File: src/rtl/instruction_fetch_unit_pkg.sv
`default_nettype none
// ============================================================================
// Module      : instruction_fetch_unit_pkg
// Description : Shared fetch-state encoding, reset PC and opcode constants.
// Revision    : 1.0 - initial release
// ============================================================================
package instruction_fetch_unit_pkg;

  typedef enum logic [1:0] {
    ST_IDLE  = 2'd0,
    ST_FETCH = 2'd1,
    ST_HOLD  = 2'd2,
    ST_DRAIN = 2'd3
  } fetch_state_e;

  localparam logic [31:0] RESET_PC_DEFAULT = 32'h0040_0000;
  localparam logic [31:0] NOP_INSTR        = 32'h0000_0013;
  localparam logic [6:0]  OP_I_ALU         = 7'h13;
  localparam logic [6:0]  OP_LUI           = 7'h37;

  function automatic logic is_word_aligned(input logic [31:0] addr);
    return (addr[1:0] == 2'b00);
  endfunction

endpackage
`default_nettype wire

File: src/rtl/instruction_fetch_unit_pc_register.sv
`default_nettype none
// ============================================================================
// Module      : instruction_fetch_unit_pc_register
// Description : Program counter with redirect load, +4 advance and async reset.
// Revision    : 1.0 - initial release
// ============================================================================
module instruction_fetch_unit_pc_register
  import instruction_fetch_unit_pkg::*;
#(
  parameter int                    DATA_WIDTH = 32,
  parameter logic [DATA_WIDTH-1:0] RESET_PC   = RESET_PC_DEFAULT
) (
  input  logic                  clk,
  input  logic                  reset,
  input  logic                  inc_i,
  input  logic                  load_i,
  input  logic [DATA_WIDTH-1:0] load_pc_i,
  output logic [DATA_WIDTH-1:0] pc_o,
  output logic [DATA_WIDTH-1:0] pc_plus4_o
);

  logic [DATA_WIDTH-1:0] pc_q;
  logic [DATA_WIDTH-1:0] pc_d;

  // Wraps naturally modulo 2^DATA_WIDTH.
  assign pc_plus4_o = pc_q + DATA_WIDTH'(4);
  assign pc_o       = pc_q;

  always_comb begin
    pc_d = pc_q;
    if (load_i) begin
      pc_d = load_pc_i;
    end else if (inc_i) begin
      pc_d = pc_plus4_o;
    end
  end

  always_ff @(posedge clk or negedge reset) begin
    if (!reset) begin
      pc_q <= RESET_PC;
    end else begin
      pc_q <= pc_d;
    end
  end

endmodule
`default_nettype wire

File: src/rtl/instruction_fetch_unit.sv
`default_nettype none
// ============================================================================
// Module      : instruction_fetch_unit
// Description : Single-outstanding-request fetch stage feeding decode.
// Revision    : 1.0 - initial release
// ============================================================================
module instruction_fetch_unit
  import instruction_fetch_unit_pkg::*;
#(
  parameter logic [31:0] RESET_PC   = RESET_PC_DEFAULT,
  parameter int          DATA_WIDTH = 32
) (
  input  logic                  clk,
  input  logic                  reset,
  input  logic                  redirect_i,
  input  logic [DATA_WIDTH-1:0] redirect_pc_i,
  output logic                  imem_req_o,
  output logic [DATA_WIDTH-1:0] imem_addr_o,
  input  logic                  imem_ack_i,
  input  logic [DATA_WIDTH-1:0] imem_rdata_i,
  output logic                  instr_valid_o,
  input  logic                  instr_ready_i,
  output logic [DATA_WIDTH-1:0] Instruction_bus_o,
  output logic [6:0]            op_o,
  output logic [DATA_WIDTH-1:0] pc_o,
  output logic [DATA_WIDTH-1:0] pc_plus4_o,
  output logic                  fetch_err_o
);

  fetch_state_e          state_q, state_d;
  logic [DATA_WIDTH-1:0] addr_q, addr_d;
  logic [DATA_WIDTH-1:0] instr_q, instr_d;
  logic [DATA_WIDTH-1:0] pc_out_q, pc_out_d;
  logic                  err_q, err_d;

  logic                  pc_inc;
  logic                  pc_load;
  logic [DATA_WIDTH-1:0] pc_cur;
  logic [DATA_WIDTH-1:0] pc_cur_plus4;
  logic                  redir_ok;
  logic                  redir_bad;

  instruction_fetch_unit_pc_register #(
    .DATA_WIDTH (DATA_WIDTH),
    .RESET_PC   (RESET_PC)
  ) u_pc_register (
    .clk        (clk),
    .reset      (reset),
    .inc_i      (pc_inc),
    .load_i     (pc_load),
    .load_pc_i  (redirect_pc_i),
    .pc_o       (pc_cur),
    .pc_plus4_o (pc_cur_plus4)
  );

  assign redir_ok  = redirect_i &&  is_word_aligned(redirect_pc_i);
  assign redir_bad = redirect_i && !is_word_aligned(redirect_pc_i);

  always_comb begin
    state_d  = state_q;
    addr_d   = addr_q;
    instr_d  = instr_q;
    pc_out_d = pc_out_q;
    err_d    = err_q | redir_bad;
    pc_inc   = 1'b0;
    pc_load  = 1'b0;

    case (state_q)
      ST_IDLE: begin
        pc_load = redir_ok;
        state_d = ST_FETCH;
        addr_d  = redir_ok ? redirect_pc_i : pc_cur;
      end
      ST_FETCH: begin
        if (redir_ok) begin
          pc_load = 1'b1;
          if (imem_ack_i) begin
            state_d = ST_FETCH;
            addr_d  = redirect_pc_i;
          end else begin
            state_d = ST_DRAIN;
          end
        end else if (imem_ack_i) begin
          instr_d  = imem_rdata_i;
          pc_out_d = addr_q;
          state_d  = ST_HOLD;
        end
      end
      ST_HOLD: begin
        if (redir_ok) begin
          pc_load = 1'b1;
          state_d = ST_FETCH;
          addr_d  = redirect_pc_i;
        end else if (instr_ready_i) begin
          pc_inc  = 1'b1;
          state_d = ST_FETCH;
          addr_d  = pc_cur_plus4;
        end
      end
      ST_DRAIN: begin
        // A redirect coinciding with the draining ack still retires the old
        // request, so the new fetch starts from the freshest target.
        pc_load = redir_ok;
        if (imem_ack_i) begin
          state_d = ST_FETCH;
          addr_d  = redir_ok ? redirect_pc_i : pc_cur;
        end
      end
      default: begin
        state_d = ST_IDLE;
      end
    endcase
  end

  always_ff @(posedge clk or negedge reset) begin
    if (!reset) begin
      state_q  <= ST_IDLE;
      addr_q   <= RESET_PC;
      instr_q  <= NOP_INSTR;
      pc_out_q <= RESET_PC;
      err_q    <= 1'b0;
    end else begin
      state_q  <= state_d;
      addr_q   <= addr_d;
      instr_q  <= instr_d;
      pc_out_q <= pc_out_d;
      err_q    <= err_d;
    end
  end

  // Request and valid decode straight from state so reset drops them at once.
  assign imem_req_o        = (state_q == ST_FETCH) || (state_q == ST_DRAIN);
  assign instr_valid_o     = (state_q == ST_HOLD);
  assign imem_addr_o       = addr_q;
  assign Instruction_bus_o = instr_q;
  assign op_o              = instr_q[6:0];
  assign pc_o              = pc_out_q;
  assign pc_plus4_o        = pc_out_q + DATA_WIDTH'(4);
  assign fetch_err_o       = err_q;

endmodule
`default_nettype wire

File: config.mk
export PLATFORM = sky130hd
export DESIGN_NAME = instruction_fetch_unit
export DESIGN_NICKNAME = d
export VERILOG_FILES = /design/src/rtl/instruction_fetch_unit_pkg.sv /design/src/rtl/instruction_fetch_unit_pc_register.sv /design/src/rtl/instruction_fetch_unit.sv
export SDC_FILE = /design/constraint.sdc
export NUM_CORES = 1
export LEC_CHECK = 0
export BUFFER_PORTS_ARGS = -buffer_cell sky130_fd_sc_hd__buf_2
export CORE_ASPECT_RATIO = 0.9
export CORE_MARGIN = 2
export CORE_UTILIZATION = 48
export CTS_CLUSTER_SIZE = 10
export DETAILED_ROUTE_END_ITERATION = 7
export PLACE_DENSITY = 0.86
export SKIP_LAST_GASP = 1
export SLEW_MARGIN = 0
export SYNTH_ARGS = -nofsm -noshare
export SYNTH_HDL_FRONTEND = slang
export SYNTH_SLANG_ARGS = --single-unit
File: constraint.sdc
create_clock -name clk -period 2.4 [get_ports clk]
set_clock_uncertainty 0.05 [all_clocks]
set_input_delay 0.12 -clock clk [delete_from_list [all_inputs] [get_ports clk]]
set_output_delay 0.12 -clock clk [all_outputs]
set_load 0.01 [all_outputs]
# Word level (Yosys, flattened, before mapping)
# Cells that the tools add are included.
[classes] n_addsub=2 eq_ne=8 muxes=21 bitwise_logic=2 reduce_logical=12
[ops] operator="2-to-1 mux 32 bit" count=8
[ops] operator="one-hot mux 32 bit (4 select lines)" count=1
[ops] operator="adder 32 x 3 -> 32 bit (second input constant)" count=2
[ops] operator="2-to-1 mux 2 bit" count=6
[ops] operator="one-hot mux 2 bit (4 select lines)" count=1
[ops] operator="inequality test 2 bit (second input constant)" count=3
[ops] operator="AND reduction 3 bit" count=2
[ops] operator="== test 2 bit (second input constant)" count=2
[ops] operator="logical NOT 2 bit" count=2
[ops] operator="2-to-1 mux 1 bit" count=4
[ops] operator="AND reduction 4 bit" count=1
[ops] operator="OR reduction 2 bit" count=2
[ops] operator="inequality test 3 x 1 -> 1 bit (second input constant)" count=1
[ops] operator="inequality test 3 bit (second input constant)" count=1
[ops] operator="== test 2 x 1 -> 1 bit (second input constant)" count=1
[ops] operator="logical AND 1 bit" count=2
[ops] operator="one-hot mux 1 bit (2 select lines)" count=1
[ops] operator="nonzero test 2 bit" count=1
[ops] operator="logical NOT 1 bit" count=1
[ops] operator="logical OR 1 bit" count=1
[ops] operator="inverter 1 bit" count=1
[ops] operator="bitwise OR 1 bit" count=1
[totals] regBits=131 inputBits=69 out_inout_bits=138 elab_cells=51

# Logic depth before layout (Yosys ltp)
[depth] depth_word=6 mapped_depth=9 ltp_nobuf=7

# Modules after synthesis
# A second synthesis with hierarchy kept.
[unflattened] cells_unflattened=771 area_unflattened_um2=7651.1
[by_module_without_submodules] module="instruction_fetch_unit" n_inst=1 cells_each=482 area_per_inst_um2=5276.3 seq_area_each_um2=2483.6
[by_module_without_submodules] module="instruction_fetch_unit_pc_register" n_inst=1 cells_each=289 area_per_inst_um2=2374.8 seq_area_each_um2=802.0

# Worst setup path after synthesis
# Ideal clock, no wire load.
[synth_timing] path_kind="reg2reg" from="register u_pc_register.pc_q[2], in the netlist u_pc_register.pc_o[2]" to="register addr_q[28], in the netlist imem_addr_o[28]" setup_time_ps=139 arrival_ps=2063 t_required_ps=2211 slack_ps=148 path_stages_with_launch=9 n_path_buf=2 synth_period_minus_slack_ps=2252 cell_sequence="dfrtp_1 ha_1 clkbuf_2 nand4_4 or4_4 buf_6 o31a_1 nor3_1 o221ai_1"
[synth_via] elab_chain_cells=4
[synth_lines] item="start: declaration" line_no="instruction_fetch_unit_pc_register.sv:22" source="logic [DATA_WIDTH-1:0] pc_q;"
[synth_lines] item="start signal: assignment" line_no="instruction_fetch_unit_pc_register.sv:42" source="pc_q <= pc_d;"
[synth_lines] item="adder 32 x 3 -> 32 bit" line_no="instruction_fetch_unit_pc_register.sv:26" source="assign pc_plus4_o = pc_q + DATA_WIDTH'(4);"
[synth_lines] item="2-to-1 mux 32 bit" line_no="instruction_fetch_unit.sv:94" source="end else if (instr_ready_i) begin"
[synth_lines] item="2-to-1 mux 32 bit" line_no="instruction_fetch_unit.sv:90" source="if (redir_ok) begin"
[synth_lines] item="one-hot mux 32 bit (4 select lines)" line_no="instruction_fetch_unit.sv:68" source="case (state_q)"
[synth_lines] item="end signal: assignment" line_no="instruction_fetch_unit.sv:124" source="addr_q <= addr_d;"
[synth_lines] item="end: declaration" line_no="instruction_fetch_unit.sv:31" source="logic [DATA_WIDTH-1:0] addr_q, addr_d;"
# No other way between the ends. The select of a mux whose other input is x is not followed.
# A chain may end at the register's enable or synchronous reset.

# Worst setup path after layout
[layout_timing] from="register u_pc_register.pc_q[3], in the netlist u_pc_register.pc_o[3]" to="register addr_q[28], in the netlist imem_addr_o[28]"
# The elaborated chain is that of the path after synthesis.

==> metrics.cfg <==
[final_layout]
syn_to_final_growth_pct = 35.5
final_util = 0.666
mostFrequentLayoutCells = 205 x buf_2, 121 x dfrtp_1, 105 x nand2_1, 79 x nor2_1, 68 x mux2_2
fin_nets = 1132
drive_gt1_frac = 0.359
final_cells = 1275
final_common_cell = buf_2
fillers = 1076

[grt]
grt-ovfl-total = 0
antenna_found_initial = 2
grt_start_max_net_pins = 52
grt_pass1_wl_um = 38300
grt_usage = 0.295
grt_pass1_vias = 7401

[clock_network]
worstSkewPairLatency_ns = 0.41
cts_tree = yes
htreeDepth = 4
cts.path.max_buffers = 2
cts_sinks = 131
clk_pin_slew_ns = 0.06
numCtsBuffers = 17
root_buffer = clkbuf_16

[flow_run]
max_cap_violations = 0

[die]
die_w_um = 137
core_area_um2 = 15400
fp.dieH_um = 123
initial_core_util = 0.491
rows = 43
die_area_um2 = 16800
pin_count = 207

[logic_synthesis]
yosys_warnings = 0
netlist_area_um2 = 7590
synthCells = 795
syn-num-nets = 869
ys_seq_area_frac = 0.433
synthArstFlopShare = 1.00
synth_ff_type = dfrtp_1
syn_avg_cell_area_um2 = 9.55
ys_ff_latch = 131
synth_edf_count = 0
yosysUniqueCellTypes = 65

[setup_path]
cp.required_ns = 2.66
arrival_ns = 2.59
worstSetupPathType = register to register
endpoint_kind = register
setup.worst_path.start_class = register
path_max_fanout = 9

[sta]
final.period_utilization = 0.971
finalMaxSlewViolations = 0
max_freq_mhz = 429
worstMarginPinSlew_ns = 0.585
rsz0062_at_grt = true
max_slew_margin = 0.609
hold_violations = 0
period_needed_ns = 2.33
timing.setup.tns_ns = 0
setup_viol = 0

[min_path]
hold_path_class = input pin to register

[pwr]
power.density_nw_per_um2 = 1300
switching_share = 0.408
seq_power_share = 0.326
switchingPower_mw = 5.45
p_comb_frac = 0.456
p_clk_frac = 0.218
ir_drop_v = 0.000723
power.leakage_nw = 4.59
internal_power_mw = 7.91

[status]
status = finished with violations
violations = DRC

[placed_design]
place_inst = 1179
gp_congestion = 0.934
hpwl_um = 16700
io_buffers = 206

[route]
drc = 5
num_vias = 7591
final_antenna_net_count = 0
drt_wl_total_um = 24900
drtIter0Drc = 844
dr.pass1.iters = 8
vias_per_cell = 5.95
wl_per_cell_um = 19.5

## per-stage QoR
step	setup slack, ns	hold WS, ns	power (mW)	cell area (um2)
4_1_cts	0.00571	0.0111	13.1	10300
2_1_floorplan	0.148	-0.226	7.70	7590
5_1_grt	-0.0198	0.0338	14.1	10300
6_report	0.0693	0.0250	13.4	10300
3_5_place_dp	0.165	0.0858	10.1	8960
3_3_place_gp	0.188	0.0892	9.88	8960
## flip-flops by register name, indices dropped and copies added, names as in the netlist
signal              cells
pc_o                   32
fetch_err_o             1
imem_addr_o            32
u_pc_register.pc_o     32
Instruction_bus_o      32
state_q                 2
## kinds of logic after synthesis
logic type | share of synthesized area
simple gates | 0.199
buf+inv | 0.0468
mux | 0.105
xor+xnor | 0.0716
flops | 0.433
fa+ha+maj | 0.00824
compound gates | 0.136
## power by group through the flow
| stage | clock network (mW) | logic, mW | registers [mW] |
|---|---|---|---|
| floorplan | 0 | 3.36 | 4.34 |
| global placement | 0 | 5.64 | 4.23 |
| global route | 3.04 | 6.59 | 4.45 |
| CTS | 2.93 | 5.93 | 4.28 |
| finish | 2.91 | 6.09 | 4.35 |
| detailed placement | 0 | 5.79 | 4.30 |
## synthesized netlist by cell type (all sizes together) (4+ instances only)
| cell | number | area [um2] |
|---|---|---|
| xnor2 | 37 | 324 |
| dfstp | 6 | 158 |
| o31ai | 11 | 82.6 |
| nand3 | 20 | 110 |
| xor2 | 25 | 219 |
| o21ai | 43 | 215 |
| nor3 | 17 | 100 |
| dfrtp | 125 | 3130 |
| nor2 | 81 | 307 |
| o22ai | 4 | 25.0 |
| inv | 12 | 45.0 |
| and4 | 5 | 43.8 |
| a31oi | 8 | 50.1 |
| or3 | 7 | 45.1 |
| nand2 | 105 | 394 |
| nand2b | 6 | 37.5 |
| a21oi | 22 | 110 |
| a221oi | 19 | 166 |
| and3 | 8 | 50.1 |
| nor4 | 8 | 101 |
| mux2 | 68 | 766 |
| o32ai | 11 | 96.3 |
| nand4 | 27 | 190 |
| ha | 5 | 62.6 |
| a221o | 6 | 60.1 |
| and2 | 5 | 31.3 |
| buf | 33 | 196 |
| clkbuf | 30 | 114 |
## worst paths after layout
path	startpoint	to	slack, ns	cells past startpoint
max	u_pc_register.pc_o[3]	imem_addr_o[28]	0.07	6
min	redirect_pc_i[11]	u_pc_register.pc_o[11]	0.02	3
max reg2reg	u_pc_register.pc_o[3]	imem_addr_o[28]	0.07	6
min reg2reg	fetch_err_o	fetch_err_o	0.41	1
max in group asynchronous	reset	u_pc_register.pc_o[22]	1.36	3
min in group asynchronous	reset	Instruction_bus_o[6]	0.22	2
## layout make-up
class,instances,area (um2),area share
Multi-Input combinational cell,589,3990,0.388
Sequential cell,131,3290,0.320
Timing Repair Buffer,307,2030,0.198
Clock buffer,18,429,0.0417
Tap cell,202,253,0.0246
Clock inverter,14,235,0.0229
Inverter,12,45.0,0.00438
Antenna cell,2,5.00,0.000487
## layer usage
| layer | GRT usage | vias up | share of wire |
|---|---|---|---|
| li1 | - | 3390 | - |
| met1 | 0.362 | 3638 | 0.37 |
| met2 | 0.493 | 466 | 0.48 |
| met3 | 0.0636 | 97 | 0.10 |
| met4 | 0.151 | 0 | 0.042 |
| met5 | 0 | - | 0 |
## critical path: stages, from the launching register on
cell and delay [ns]:
dfrtp_1 0.41, ha_2 0.28, nand4_4 0.12, or4_4 0.66, nor4_1 0.37, nor3_2 0.11
o221ai_1 0.24
## what timing repair did
| item | CTS | global route |
|---|---|---|
| endpoints found under the hold margin | 102 | 0 |
| setup buffers | 1 | 0 |
| endpoints found under the setup margin | 1 | 6 |
| pin swaps | 1 | 0 |
| gates resized for setup | 3 | 7 |
| hold buffers | 61 | 0 |
Power figures use the tool's default switching activity.
